`src/rtl/rf_pkg.sv`:
```
// Shared definitions for the register-file writeback arbiter.
//   - Widths of register address, data, status and bank select.
//   - Source index constants (queue order and base of the rotating priority).
//   - Queue entry layout and the bank FSM state type.
package rf_pkg;

  localparam int unsigned ADDR_W    = 5;
  localparam int unsigned DATA_W    = 16;
  localparam int unsigned BANK_W    = 6;
  localparam int unsigned NUM_BANKS = 3;
  localparam int unsigned STATUS_W  = 2;
  localparam int unsigned NUM_SRC   = 4;

  localparam int unsigned SRC_ALU_A = 0;
  localparam int unsigned SRC_ALU_B = 1;
  localparam int unsigned SRC_LS_A  = 2;
  localparam int unsigned SRC_LS_B  = 3;

  typedef enum logic [1:0] {
    RUN,
    DRAIN,
    SWITCH
  } bank_state_e;

  // Load/store sources carry a zero status field.
  typedef struct packed {
    logic [STATUS_W-1:0] status;
    logic [ADDR_W-1:0]   addr;
    logic [DATA_W-1:0]   data;
  } wb_entry_t;

  localparam int unsigned ENTRY_W = $bits(wb_entry_t);

endpackage

```
`src/rtl/wb_fifo.sv`:
```
// Small synchronous FIFO used as a per-source writeback queue.
// Ports:
//   i_clock, i_reset_n : clock and asynchronous active-low reset
//   i_push, i_data     : enqueue (ignored when full)
//   i_pop              : dequeue head (ignored when empty)
//   o_full, o_empty    : occupancy flags
//   o_head             : oldest entry, valid while !o_empty
module wb_fifo #(
  parameter int unsigned DEPTH = 2,
  parameter int unsigned WIDTH = 8
) (
  input  logic             i_clock,
  input  logic             i_reset_n,
  input  logic             i_push,
  input  logic [WIDTH-1:0] i_data,
  input  logic             i_pop,
  output logic             o_full,
  output logic             o_empty,
  output logic [WIDTH-1:0] o_head
);

  localparam int unsigned PTR_W = $clog2(DEPTH);
  localparam logic [PTR_W:0] PTR_ONE = {{PTR_W{1'b0}}, 1'b1};

  logic [WIDTH-1:0] r_mem [DEPTH];
  // Extra MSB distinguishes full from empty when the index bits match.
  logic [PTR_W:0]   r_wr_ptr;
  logic [PTR_W:0]   r_rd_ptr;
  logic             w_push;
  logic             w_pop;

  assign o_empty = (r_wr_ptr == r_rd_ptr);
  assign o_full  = (r_wr_ptr[PTR_W] != r_rd_ptr[PTR_W]) &&
                   (r_wr_ptr[PTR_W-1:0] == r_rd_ptr[PTR_W-1:0]);
  assign w_push  = i_push & ~o_full;
  assign w_pop   = i_pop & ~o_empty;
  assign o_head  = r_mem[r_rd_ptr[PTR_W-1:0]];

  always_ff @(posedge i_clock or negedge i_reset_n) begin
    if (!i_reset_n) begin
      r_wr_ptr <= '0;
      r_rd_ptr <= '0;
    end else begin
      if (w_push) r_wr_ptr <= r_wr_ptr + PTR_ONE;
      if (w_pop)  r_rd_ptr <= r_rd_ptr + PTR_ONE;
    end
  end

  always_ff @(posedge i_clock) begin
    if (w_push) r_mem[r_wr_ptr[PTR_W-1:0]] <= i_data;
  end

endmodule

```
`src/rtl/rf_writeback_arbiter.sv`:
```
// Writeback arbiter between two ALU pipes, two load/store paths and the register file.
// Each source has its own queue; up to four writes issue per cycle. When several queue
// heads target the same register, only the highest rotating-priority one issues and the
// pointer advances. Also owns the bank-select register, switching only once drained.
// Ports:
//   clock_i, reset_n_i                   : clock, asynchronous active-low reset
//   {aluA,aluB,lsA,lsB}_valid/ready      : per-source request handshake
//   {aluA,aluB,lsA,lsB}_addr/data        : destination register and data
//   aluA/aluB_status_i                   : overflow/underflow status
//   rfWe*/rfAddr*/rfData*/rfStatus*      : registered register-file write ports
//   bank_req_i, bank_sel_i               : bank change request (held until ack/err)
//   bankSelect_o, bank_ack_o, bank_err_o : current bank, completion / reject pulses
//   busy_o                               : any queue occupied or any write enable high
module rf_writeback_arbiter
  import rf_pkg::*;
#(
  parameter int unsigned FIFO_DEPTH = 2
) (
  input  logic                clock_i,
  input  logic                reset_n_i,
  input  logic                aluA_valid_i,
  input  logic                aluB_valid_i,
  output logic                aluA_ready_o,
  output logic                aluB_ready_o,
  input  logic [ADDR_W-1:0]   aluA_addr_i,
  input  logic [ADDR_W-1:0]   aluB_addr_i,
  input  logic [DATA_W-1:0]   aluA_data_i,
  input  logic [DATA_W-1:0]   aluB_data_i,
  input  logic [STATUS_W-1:0] aluA_status_i,
  input  logic [STATUS_W-1:0] aluB_status_i,
  input  logic                lsA_valid_i,
  input  logic                lsB_valid_i,
  output logic                lsA_ready_o,
  output logic                lsB_ready_o,
  input  logic [ADDR_W-1:0]   lsA_addr_i,
  input  logic [ADDR_W-1:0]   lsB_addr_i,
  input  logic [DATA_W-1:0]   lsA_data_i,
  input  logic [DATA_W-1:0]   lsB_data_i,
  output logic                rfWeA_o,
  output logic                rfWeB_o,
  output logic [ADDR_W-1:0]   rfAddrA_o,
  output logic [ADDR_W-1:0]   rfAddrB_o,
  output logic [DATA_W-1:0]   rfDataA_o,
  output logic [DATA_W-1:0]   rfDataB_o,
  output logic [STATUS_W-1:0] rfStatusA_o,
  output logic [STATUS_W-1:0] rfStatusB_o,
  output logic                rfWeLsA_o,
  output logic                rfWeLsB_o,
  output logic [ADDR_W-1:0]   rfAddrLsA_o,
  output logic [ADDR_W-1:0]   rfAddrLsB_o,
  output logic [DATA_W-1:0]   rfDataLsA_o,
  output logic [DATA_W-1:0]   rfDataLsB_o,
  input  logic                bank_req_i,
  input  logic [BANK_W-1:0]   bank_sel_i,
  output logic [BANK_W-1:0]   bankSelect_o,
  output logic                bank_ack_o,
  output logic                bank_err_o,
  output logic                busy_o
);

  localparam logic [BANK_W-1:0] BANK_LIMIT = BANK_W'(NUM_BANKS);

  logic [NUM_SRC-1:0]      w_valid;
  logic [NUM_SRC-1:0]      w_ready;
  logic [NUM_SRC-1:0]      w_push;
  logic [NUM_SRC-1:0]      w_full;
  logic [NUM_SRC-1:0]      w_empty;
  logic [NUM_SRC-1:0]      w_issue;
  wb_entry_t [NUM_SRC-1:0] w_in;
  wb_entry_t [NUM_SRC-1:0] w_head;
  logic                    w_blocked;
  logic                    w_clash;
  logic [1:0]              w_idx;
  logic [1:0]              w_jdx;

  logic [1:0]              r_ptr;
  logic [NUM_SRC-1:0]      r_we;
  wb_entry_t [NUM_SRC-1:0] r_out;
  bank_state_e             r_state;
  logic [BANK_W-1:0]       r_bank;
  logic                    r_ack;
  logic                    r_err;

  assign w_valid = {lsB_valid_i, lsA_valid_i, aluB_valid_i, aluA_valid_i};

  assign w_in[SRC_ALU_A] = '{status: aluA_status_i, addr: aluA_addr_i, data: aluA_data_i};
  assign w_in[SRC_ALU_B] = '{status: aluB_status_i, addr: aluB_addr_i, data: aluB_data_i};
  assign w_in[SRC_LS_A]  = '{status: '0, addr: lsA_addr_i, data: lsA_data_i};
  assign w_in[SRC_LS_B]  = '{status: '0, addr: lsB_addr_i, data: lsB_data_i};

  assign w_ready = ~w_full & {NUM_SRC{r_state == RUN}};
  assign w_push  = w_valid & w_ready;

  for (genvar g = 0; g < NUM_SRC; g++) begin : g_fifo
    wb_fifo #(
      .DEPTH(FIFO_DEPTH),
      .WIDTH(ENTRY_W)
    ) u_fifo (
      .i_clock  (clock_i),
      .i_reset_n(reset_n_i),
      .i_push   (w_push[g]),
      .i_data   (w_in[g]),
      .i_pop    (w_issue[g]),
      .o_full   (w_full[g]),
      .o_empty  (w_empty[g]),
      .o_head   (w_head[g])
    );
  end

  // Walk heads in rotating priority order; a head issues unless any higher-priority
  // non-empty head targets the same register.
  always_comb begin
    w_issue   = '0;
    w_blocked = 1'b0;
    w_clash   = 1'b0;
    w_idx     = '0;
    w_jdx     = '0;
    for (int k = 0; k < NUM_SRC; k++) begin
      w_idx   = r_ptr + 2'(k);
      w_clash = 1'b0;
      for (int j = 0; j < k; j++) begin
        w_jdx = r_ptr + 2'(j);
        if (!w_empty[w_jdx] && (w_head[w_jdx].addr == w_head[w_idx].addr)) w_clash = 1'b1;
      end
      if (!w_empty[w_idx]) begin
        if (w_clash) w_blocked = 1'b1;
        else         w_issue[w_idx] = 1'b1;
      end
    end
  end

  always_ff @(posedge clock_i or negedge reset_n_i) begin
    if (!reset_n_i) begin
      r_ptr <= '0;
      r_we  <= '0;
      r_out <= '0;
    end else begin
      r_we <= w_issue;
      for (int i = 0; i < NUM_SRC; i++) begin
        if (w_issue[i]) r_out[i] <= w_head[i];
      end
      if (w_blocked) r_ptr <= r_ptr + 2'd1;
    end
  end

  // Bank FSM. A request seen while its own ack/err pulse is still visible is ignored so
  // a requester that drops on the pulse never triggers a second transition.
  always_ff @(posedge clock_i or negedge reset_n_i) begin
    if (!reset_n_i) begin
      r_state <= RUN;
      r_bank  <= '0;
      r_ack   <= 1'b0;
      r_err   <= 1'b0;
    end else begin
      r_ack <= 1'b0;
      r_err <= 1'b0;
      unique case (r_state)
        RUN: begin
          if (bank_req_i && !r_ack && !r_err) begin
            if (bank_sel_i >= BANK_LIMIT) r_err   <= 1'b1;
            else                          r_state <= DRAIN;
          end
        end
        DRAIN: begin
          if ((&w_empty) && !(|r_we)) r_state <= SWITCH;
        end
        SWITCH: begin
          r_bank  <= bank_sel_i;
          r_ack   <= 1'b1;
          r_state <= RUN;
        end
        default: r_state <= RUN;
      endcase
    end
  end

  assign aluA_ready_o = w_ready[SRC_ALU_A];
  assign aluB_ready_o = w_ready[SRC_ALU_B];
  assign lsA_ready_o  = w_ready[SRC_LS_A];
  assign lsB_ready_o  = w_ready[SRC_LS_B];

  assign rfWeA_o     = r_we[SRC_ALU_A];
  assign rfWeB_o     = r_we[SRC_ALU_B];
  assign rfAddrA_o   = r_out[SRC_ALU_A].addr;
  assign rfAddrB_o   = r_out[SRC_ALU_B].addr;
  assign rfDataA_o   = r_out[SRC_ALU_A].data;
  assign rfDataB_o   = r_out[SRC_ALU_B].data;
  assign rfStatusA_o = r_out[SRC_ALU_A].status;
  assign rfStatusB_o = r_out[SRC_ALU_B].status;
  assign rfWeLsA_o   = r_we[SRC_LS_A];
  assign rfWeLsB_o   = r_we[SRC_LS_B];
  assign rfAddrLsA_o = r_out[SRC_LS_A].addr;
  assign rfAddrLsB_o = r_out[SRC_LS_B].addr;
  assign rfDataLsA_o = r_out[SRC_LS_A].data;
  assign rfDataLsB_o = r_out[SRC_LS_B].data;

  assign bankSelect_o = r_bank;
  assign bank_ack_o   = r_ack;
  assign bank_err_o   = r_err;
  assign busy_o       = ~(&w_empty) | (|r_we);

endmodule

```
`config.mk`:
```
export PLATFORM = sky130hd
export DESIGN_NAME = rf_writeback_arbiter
export DESIGN_NICKNAME = d
export VERILOG_FILES = /design/src/rtl/rf_pkg.sv /design/src/rtl/wb_fifo.sv /design/src/rtl/rf_writeback_arbiter.sv
export SDC_FILE = /design/constraint.sdc
export NUM_CORES = 1
export LEC_CHECK = 0
export CAP_MARGIN = 20
export CORE_MARGIN = 1
export CORE_UTILIZATION = 55
export CTS_BUF_LIST = sky130_fd_sc_hd__clkbuf_8
export DETAILED_ROUTE_END_ITERATION = 7
export DONT_BUFFER_PORTS = 1
export PLACE_DENSITY = 0.68
export SYNTH_ARGS = -nofsm -noshare
export SYNTH_HDL_FRONTEND = slang
export SYNTH_HIERARCHICAL = 1
export SYNTH_SLANG_ARGS = --single-unit
```
`constraint.sdc`:
```
create_clock -name clock_i -period 5.7 [get_ports clock_i]
set_input_delay 0.57 -clock clock_i [delete_from_list [all_inputs] [get_ports clock_i]]
set_output_delay 0.57 -clock clock_i [all_outputs]
set_load 0.05 [all_outputs]
```
## After elaboration in Yosys (flattened, before gate mapping)

Memory sizes are Yosys's and may differ from the RTL's.
Cells that the tools add are included.

- Bits in registers: 120
- Memory bits (writable): 176
- Bits of input ports: 101
- Logic and storage cells: 181
- Memories kept: 4

Memories:

| name | depth | width | rd ports | clocked after memory_dff | wr ports | RTL line | RTL |
|---|---|---|---|---|---|---|---|
| g_fifo[0].u_fifo.r_mem | 2 | 23 | 1 | 0 | 1 | wb_fifo.sv:25 | `logic [WIDTH-1:0] r_mem [DEPTH];` |
| g_fifo[1].u_fifo.r_mem | 2 | 23 | 1 | 0 | 1 | wb_fifo.sv:25 |  |
| g_fifo[2].u_fifo.r_mem | 2 | 21 | 1 | 0 | 1 | wb_fifo.sv:25 |  |
| g_fifo[3].u_fifo.r_mem | 2 | 21 | 1 | 0 | 1 | wb_fifo.sv:25 |  |

- $add $sub $neg: 11
- Magnitude comparators: 9
- Eq/ne operators: 23
- Muxes and demuxes: 59
- Bitwise gates (word level): 24
- Reductions and logical operators: 27

Operators by type and width:

| cell | count |
|---|---|
| $bmux W23 S2 | 4 |
| $mux W21 | 4 |
| $mux W1 | 32 |
| $eq A5 B5 Y1 | 6 |
| $mux W4 | 7 |
| $add A2 B1 Y2 const B | 9 |
| $logic_and A1 B1 Y1 | 17 |
| $lt A2 B3 Y1 const B | 4 |
| $or A4 B4 Y4 | 3 |
| $not A1 Y1 | 9 |
| $and A1 B1 Y1 | 8 |
| $and A4 B4 Y4 | 2 |
| $bmux W1 S2 | 4 |
| $demux W1 S2 | 4 |
| $eq A2 B2 Y1 | 4 |
| $ge A2 B1 Y1 const B | 4 |
| $ge A6 B2 Y1 const B | 1 |
| $logic_not A1 Y1 | 6 |
| $mux W2 | 3 |
| $add A2 B2 Y2 const B | 2 |
| $eq A1 B1 Y1 | 4 |
| $ne A1 B1 Y1 | 4 |
| $ne A2 B2 Y1 const B | 2 |
| $not A4 Y4 | 1 |
| other kinds (9) | 9 |

## Longest topological paths before layout

Gate-level depths: netlist of run 1.

- Depth in word-level cells: 15
- Gate-level depth with buffers: 16
- Gate-level depth less buffers: 11

## Cells and area by module

Netlist of run 1, hierarchy kept.

By module, submodules not included:

| module | instances | cells an instance | area an instance (um^2) | seq. area each (um^2) |
|---|---|---|---|---|
| wb_fifo (g_fifo[0].u_fifo ...) | 3 | 99 | 1904.3 | 1481.4 |
| rf_writeback_arbiter | 1 | 347 | 5328.9 | 2602.5 |
| wb_fifo (g_fifo[3].u_fifo) | 1 | 99 | 1911.8 | 1481.4 |

## Least setup slack after synthesis of run 1

Ideal clock, no wire load.

- Path type: register to register
- From: reg g_fifo[0].u_fifo.r_rd_ptr[0]
- To: mem g_fifo[0].u_fifo/r_mem[0][0] (netlist bit), enable pin
- Library setup time: 0.437 ns
- Arrival: 4.003 ns
- Required time: 5.263 ns
- Slack: 1.260 ns
- Cell stages (with the launch flop): 7
- Buffers on the path: 1
- Cell sequence: dfrtp_1 -> buf_2 -> xor2_1 -> nor2_1 -> nor3_1 -> and2_1 -> nor3b_1

- Word-level cells in the longest chain between the ends: 8

Ends and longest elaborated chain:

| element | RTL line | RTL |
|---|---|---|
| start: declaration | wb_fifo.sv:28 | `logic [PTR_W:0] r_rd_ptr;` |
| start signal: assignment | wb_fifo.sv:45 | `if (w_pop) r_rd_ptr <= r_rd_ptr + PTR_ONE;` |
| $eq A1 B1 Y1 | wb_fifo.sv:34 | `(r_wr_ptr[PTR_W-1:0] == r_rd_ptr[PTR_W-1:0]);` |
| $logic_and A1 B1 Y1 | wb_fifo.sv:33 | `assign o_full = (r_wr_ptr[PTR_W] != r_rd_ptr[PTR_W]) &&` |
| net w_full[0] | rf_writeback_arbiter.sv:66 | `logic [NUM_SRC-1:0] w_full;` |
| $not A4 Y4 | rf_writeback_arbiter.sv:91 | `assign w_ready = ~w_full & {NUM_SRC{r_state == RUN}};` |
| $and A4 B4 Y4 | rf_writeback_arbiter.sv:91 |  |
| net aluA_ready_o | rf_writeback_arbiter.sv:23 | `output logic aluA_ready_o,` |
| $and A4 B4 Y4 | rf_writeback_arbiter.sv:92 | `assign w_push = w_valid & w_ready;` |
| net w_push[0] | rf_writeback_arbiter.sv:65 | `logic [NUM_SRC-1:0] w_push;` |
| $and A1 B1 Y1 | wb_fifo.sv:35 | `assign w_push = i_push & ~o_full;` |
| $mux W1 | wb_fifo.sv:50 | `if (w_push) r_mem[r_wr_ptr[PTR_W-1:0]] <= i_data;` |
| $mux W1 (implied by the code) | wb_fifo.sv:50 |  |
| end: declaration | wb_fifo.sv:25 |  |

The timed path passes the listed nets, and every way through them passes these cells.

## Final worst setup path of run 1

- From: reg r_ptr[1]
- To: reg g_fifo[1].u_fifo.r_rd_ptr[1]

- Word-level cells in the longest chain between the ends: 15

Ends and longest elaborated chain:

| element | RTL line | RTL |
|---|---|---|
| start: declaration | rf_writeback_arbiter.sv:76 | `logic [1:0] r_ptr;` |
| start signal: assignment | rf_writeback_arbiter.sv:142 | `if (w_blocked) r_ptr <= r_ptr + 2'd1;` |
| $add A2 B1 Y2 (tied with other cells) | rf_writeback_arbiter.sv:119, rf_writeback_arbiter.sv:122 |  |
| $lt A2 B3 Y1 (implied by the code) (tied with other cells) | rf_writeback_arbiter.sv:127 | `else w_issue[w_idx] = 1'b1;` |
| $logic_and A1 B1 Y1 (implied by the code) (tied with other cells) | rf_writeback_arbiter.sv:127 |  |
| $mux W1 (implied by the code) (tied with other cells) | rf_writeback_arbiter.sv:127 |  |
| $demux W1 S2 (tied with other cells) | rf_writeback_arbiter.sv:127 |  |
| $or A4 B4 Y4 (no line) / $mux W1 (equally long branches) | -- |  |
| $mux W4 | rf_writeback_arbiter.sv:126 | `if (w_clash) w_blocked = 1'b1;` |
| $mux W4 | rf_writeback_arbiter.sv:125 | `if (!w_empty[w_idx]) begin` |
| $or A4 B4 Y4 (no line) | -- |  |
| $mux W4 | rf_writeback_arbiter.sv:126 |  |
| $mux W4 | rf_writeback_arbiter.sv:125 |  |
| $or A4 B4 Y4 (no line) | -- |  |
| $mux W4 | rf_writeback_arbiter.sv:126 |  |
| $mux W4 * | rf_writeback_arbiter.sv:125 |  |
| net w_issue[1] | rf_writeback_arbiter.sv:68 | `logic [NUM_SRC-1:0] w_issue;` |
| $and A1 B1 Y1 * | wb_fifo.sv:36 | `assign w_pop = i_pop & ~o_empty;` |
| end signal: assignment | wb_fifo.sv:45 |  |
| end: declaration | wb_fifo.sv:28 |  |

Mark *: on every way through the listed nets, which the timed path passes. The rest lies on a longest branch. The select of a mux whose other input is x is not followed.
A chain may end at the register's enable or synchronous reset.

==> run metrics, run 1 <==
status finished, violations left; failing checks hold timing; drt pass-1 iters 4; Hold Violations, Final 18; average wire per cell in the routed design ~22 um; number of max-cap violations 0; Mapped Nets about 840; number of global-route vias before repair 6926; Worst setup SP type register; DP Wirelength 15700 um; num ports 206; Die Wd 154 um; worst hold margin -0.0165 ns; unrepaired setup endpoints after global routing no; endpoints failing setup 0; die area between 0.02 and 0.025 mm^2; first-pass GRT wire length 37500 um; Nets 871; Port-buffer cells 0; CTS buffer count 46; die height 154 um; setup TNS 0 ns; Root Driver clkbuf_8; crit-path most repeated cell inv_1; CP arrival roughly 4.8 ns; Reg clk slew, reported paths 0.06 ns; largest net degree at the start of global routing ~120; Num Clock Sinks 296; Setup crit end kind register; min cycle time layout roughly 4.4 ns; fin. max-slew vios 0; row count 55; mean number of vias per cell 5.78; WL final 24100 um; Detail Route Antenna Nets 0; Bufs on Longest Clock Path 3; CTS H-tree lvls 2; Congestion Overflow GR 0; Least-Margin Pin Slew 0.953 ns; initial core utilization 0.559; Tcrit/Tclk final 0.774; Syn Area/Cell 17.3 um^2; area delta synth->final 9.97%; critical path required time between 6 and 7 ns; Fmax 0.227 GHz; cells after synthesis 730; Crit Path Category register to register; all-layer global routing usage 0.206; Post-CTS Setup Repair Bufs 0; share of layout cells above drive strength 1 0.359; Vias 6305; DRC viols 0; Worst-Skew Late Latency 0.56 ns; initial antenna violation count 1; core area 0.0226 mm^2; Layout fillers 1666; CP max stage delay slightly above 0.8 ns; synth warn 6; CP max stage cell dfrtp_1; Syn Std Cell Area between 0.01 and 0.015 mm^2; Hold Path Class input pin to asynchronous set/reset pin; initial drt markers 257; Crit Path Max Fanout 24; Placer Congestion 0.848; cells along the critical path inv_1 > ha_1 > mux4_2 > xnor2_1 > nand4_1 > nor3_2 > o32ai_1 > a221oi_4 > buf_4 > inv_1 > a21oi_1 > a31oi_1; clock skew roughly 0.031 ns; max_slew headroom 0.361; TritonCTS clock tree yes
==> metrics by stage <==
stage               std cells   util  worst slack [ns]  area [um^2]
finish                   1090  0.615              1.29        13900
floorplan                 730      -              1.26        12700
detailed placement       1001  0.573              1.31        13000
global placement         1001  0.573              1.47        13000
global route             1089  0.615             0.990        13900
CTS                      1088  0.615              1.30        13900
==> flip-flops by register name, summed over array words and instances (netlist names) <==
name / cells
g_fifo.u_fifo/r_mem: 176
rfDataA_o: 16
rfDataB_o: 16
rfDataLsA_o: 16
rfDataLsB_o: 16
g_fifo.u_fifo/r_rd_ptr: 8
g_fifo.u_fifo/r_wr_ptr: 8
bankSelect_o: 6
rfAddrA_o: 5
rfAddrB_o: 5
rfAddrLsA_o: 5
rfAddrLsB_o: 5
r_we: 4
r_ptr: 2
r_state: 2
rfStatusA_o: 2
rfStatusB_o: 2
bank_ack_o: 1
bank_err_o: 1
==> cell usage in the layout (no fill, tap or decap), drive strengths merged, types with 6 or more instances in the layout <==
cell / n
a21oi: 21
xor2: 33
nor3: 10
mux4: 23
nand2: 18
nor2: 23
clkinv: 6
clkbuf: 52
xnor2: 10
edfxtp: 176
inv: 38
buf: 18
dfrtp: 120
o21ai: 13
mux2: 188
==> worst max-delay path: cells and delay by family (launching register included) <==
| kind | cells | cell delay, ns |
|---|---|---|
| xor+xnor | 1 | 0.19 |
| fa+ha+maj | 1 | 0.74 |
| mux | 1 | 0.63 |
| simple gates | 2 | 0.45 |
| compound gates | 4 | 0.64 |
| flops | 1 | 0.81 |
| buf+inv | 3 | 0.79 |
==> final cells by class <==
type | count | area (um^2) | area share
Timing Repair Buffer | 18 | 159 | 0.0114
Tap cell | 285 | 357 | 0.0256
Clock inverter | 34 | 195 | 0.0140
Clock buffer | 52 | 716 | 0.0514
Inverter | 12 | 45.0 | 0.00323
Sequential cell | 296 | 8290 | 0.595
Antenna cell | 1 | 2.50 | 0.000180
Multi-Input combinational cell | 392 | 4170 | 0.299
==> routing by layer <==
layer | wire, um | global-route usage
met1 | 9090 | 0.231
met4 | 532 | 0.0767
met3 | 2210 | 0.0784
met5 | 0 | 0
met2 | 12300 | 0.356
==> path summary, 6_finish.rpt <==
| path | startpoint | to | slack, ns | cells after the start |
|---|---|---|---|---|
| worst max register to register | r_ptr[1] | g_fifo[1].u_fifo/r_rd_ptr[1] | 1.29 | 12 |
| worst min-delay path | reset_n_i | g_fifo[0].u_fifo/r_wr_ptr[1] | -0.02 | 1 |
| worst min register to register | g_fifo[3].u_fifo/r_mem[1][15] | rfDataLsB_o[15] | 0.58 | 2 |
| worst max-delay path | r_ptr[1] | g_fifo[1].u_fifo/r_rd_ptr[1] | 1.29 | 12 |
| max in group asynchronous | reset_n_i | rfDataLsA_o[12] | 5.19 | 1 |
| min in group clock_i | aluB_data_i[11] | g_fifo[1].u_fifo/r_mem[0][11] | 0.10 | 0 |
==> what timing repair did <==
| action | CTS | global route |
|---|---|---|
| hold endpoints to repair | 120 | 0 |
| hold buffers | 1 | 0 |
| resized for setup | 0 | 0 |
Power of run 1 is not shown: default switching activity piles up to over one toggle a cycle in this logic, so the estimate is an artifact.
==> run 2: changes to the inputs <==
- clock period: 5.7 -> 4.13 ns (I/O delays scaled with it)
==> run 2 against run 1 <==
  * The flow now finishes without violations
  * Clock-buffer cell count decreased by 1
  * Routed wire length up 3.4%
  * Non-clock buffer count up 105
  * Highest routed layer unchanged
  * Critical endpoint is now rfDataLsA_o[8]
  * Setup slack got worse by 0.86 ns
  * Sequential cell count did not move
==> run metrics, run 2 (same netlist as run 1, synthesis figures left out) <==
clock skew 0.0271 ns; Port-buffer cells 0; min cycle time layout ~3.7 ns; met1 usage in global routing 0.264; TritonCTS clock tree yes; DP Wirelength 15900 um; Setup crit end kind register; first-pass GRT wire length ~40000 um; GR Util met2 0.372; drt pass-1 iters 4; Die Wd 154 um; all-layer global routing usage 0.217; most frequent cells in the layout edfxtp_1 (176), dfrtp_1 (120), mux2_2 (118); Tcrit/Tclk final 0.896; number of global-route vias before repair ~7300; die area around 0.024 mm^2; Nets 977; DRC viols 0; status finished, final reports clean; CTS buffer count 47; num ports between 200 and 250; average wire per cell in the routed design 20.9 um; initial drt markers 251; number of max-cap violations 0; CTS H-tree lvls 2; initial core utilization 0.559; met3 usage 0.0648; fin util 0.663; row count 55; Hold Path Class input pin to register; mean number of vias per cell 5.64; area delta synth->final 18.4%; Largest register FFs roughly 180; Least-Margin Pin Slew 0.652 ns; max_slew headroom 0.566; Worst setup SP type register; Detail Route Antenna Nets 0; unrepaired setup endpoints after global routing no; Crit Path Max Fanout 15; endpoints failing setup 0; global route hottest layer met2; largest net degree at the start of global routing 121; core area 0.0226 mm^2; setup TNS 0 ns; most common cell after layout, fill and taps aside edfxtp_1; Vias between 6000 and 7000; Crit Path Category register to register; Reg clk slew, reported paths around 0.06 ns; Bufs on Longest Clock Path 3; Num Clock Sinks just under 300; post-CTS resize count 0; Hold Violations, Final 0; worst hold margin 0.0613 ns; share of layout cells above drive strength 1 0.328; CP arrival 4.13 ns; Root Driver clkbuf_8; Worst-Skew Late Latency 0.56 ns; WL final around 25000 um; Fmax 0.270 GHz; critical path required time ~4.6 ns; Congestion Overflow GR 0; Placer Congestion 0.854; initial antenna violation count 1; fin. max-slew vios 0; die height 154 um
[run 2: cell count changes in the layout (fill, tap and decap cells not counted)]
cell	delta
dlygate4sd3_1	+96
buf_4	+9
buf_12	+1
clkbuf_8	-1
buf_6	-1
clkinv_1	+5
nor3b_2	-3
nor3b_4	+3
bufinv_16	+1
inv_1	-5
[run 2: final timing paths]
path	depth (start not counted)	to	from	slack (ns)
setup / recovery	10	rfDataLsA_o[8]	r_ptr[0]	0.43
hold / removal	2	bank_err_o	bank_sel_i[3]	0.06
setup reg to reg	10	rfDataLsA_o[8]	r_ptr[0]	0.43
hold reg to reg	2	rfDataLsB_o[15]	g_fifo[3].u_fifo/r_mem[0][15]	0.57
max in group asynchronous	2	rfDataLsA_o[7]	reset_n_i	3.06
min in group asynchronous	2	rfAddrB_o[4]	reset_n_i	0.56
[run 2: repair_timing]
action                    in CTS  in global routing
hold buffers                  97                  0
hold endpoints to repair     303                  0
buffers inserted               0                  0
[run 2: layout make-up]
class | instances | area (um^2)
Sequential cell | 296 | 8290
Fill cell | 1563 | 7640
Multi-Input combinational cell | 392 | 4180
Timing Repair Buffer | 123 | 1200
Clock buffer | 51 | 702
Tap cell | 285 | 357
Clock inverter | 35 | 225
Inverter | 12 | 45.0
Antenna cell | 1 | 2.50
[run 2: layer usage]
layer | wire length, um | vias to the layer above | part of all wire
li1 | - | 3052 | -
met1 | 9980 | 3454 | 0.40
met2 | 12800 | 203 | 0.51
met3 | 1790 | 36 | 0.072
met4 | 413 | 0 | 0.017
met5 | 0 | - | 0
[run 2: metrics by stage]
stage               worst slack (ns)  cells  area, um^2
detailed placement             0.386   1011       13100
floorplan                      0.220    730       12700
global route                  0.0319   1195       15000
global placement               0.411   1011       13100
CTS                            0.357   1194       15000
finish                         0.431   1195       15000
[run 2: critical path: stages, from the launching register on]
cell,delay [ns]
dfrtp_1,0.34
inv_1,0.12
ha_1,0.70
mux4_2,0.61
xnor2_1,0.18
nand4_1,0.13
nor3_2,0.31
o32ai_1,0.19
a221oi_4,0.31
buf_4,0.32
mux2_2,0.37
Power of run 2 is left out for the same reason.
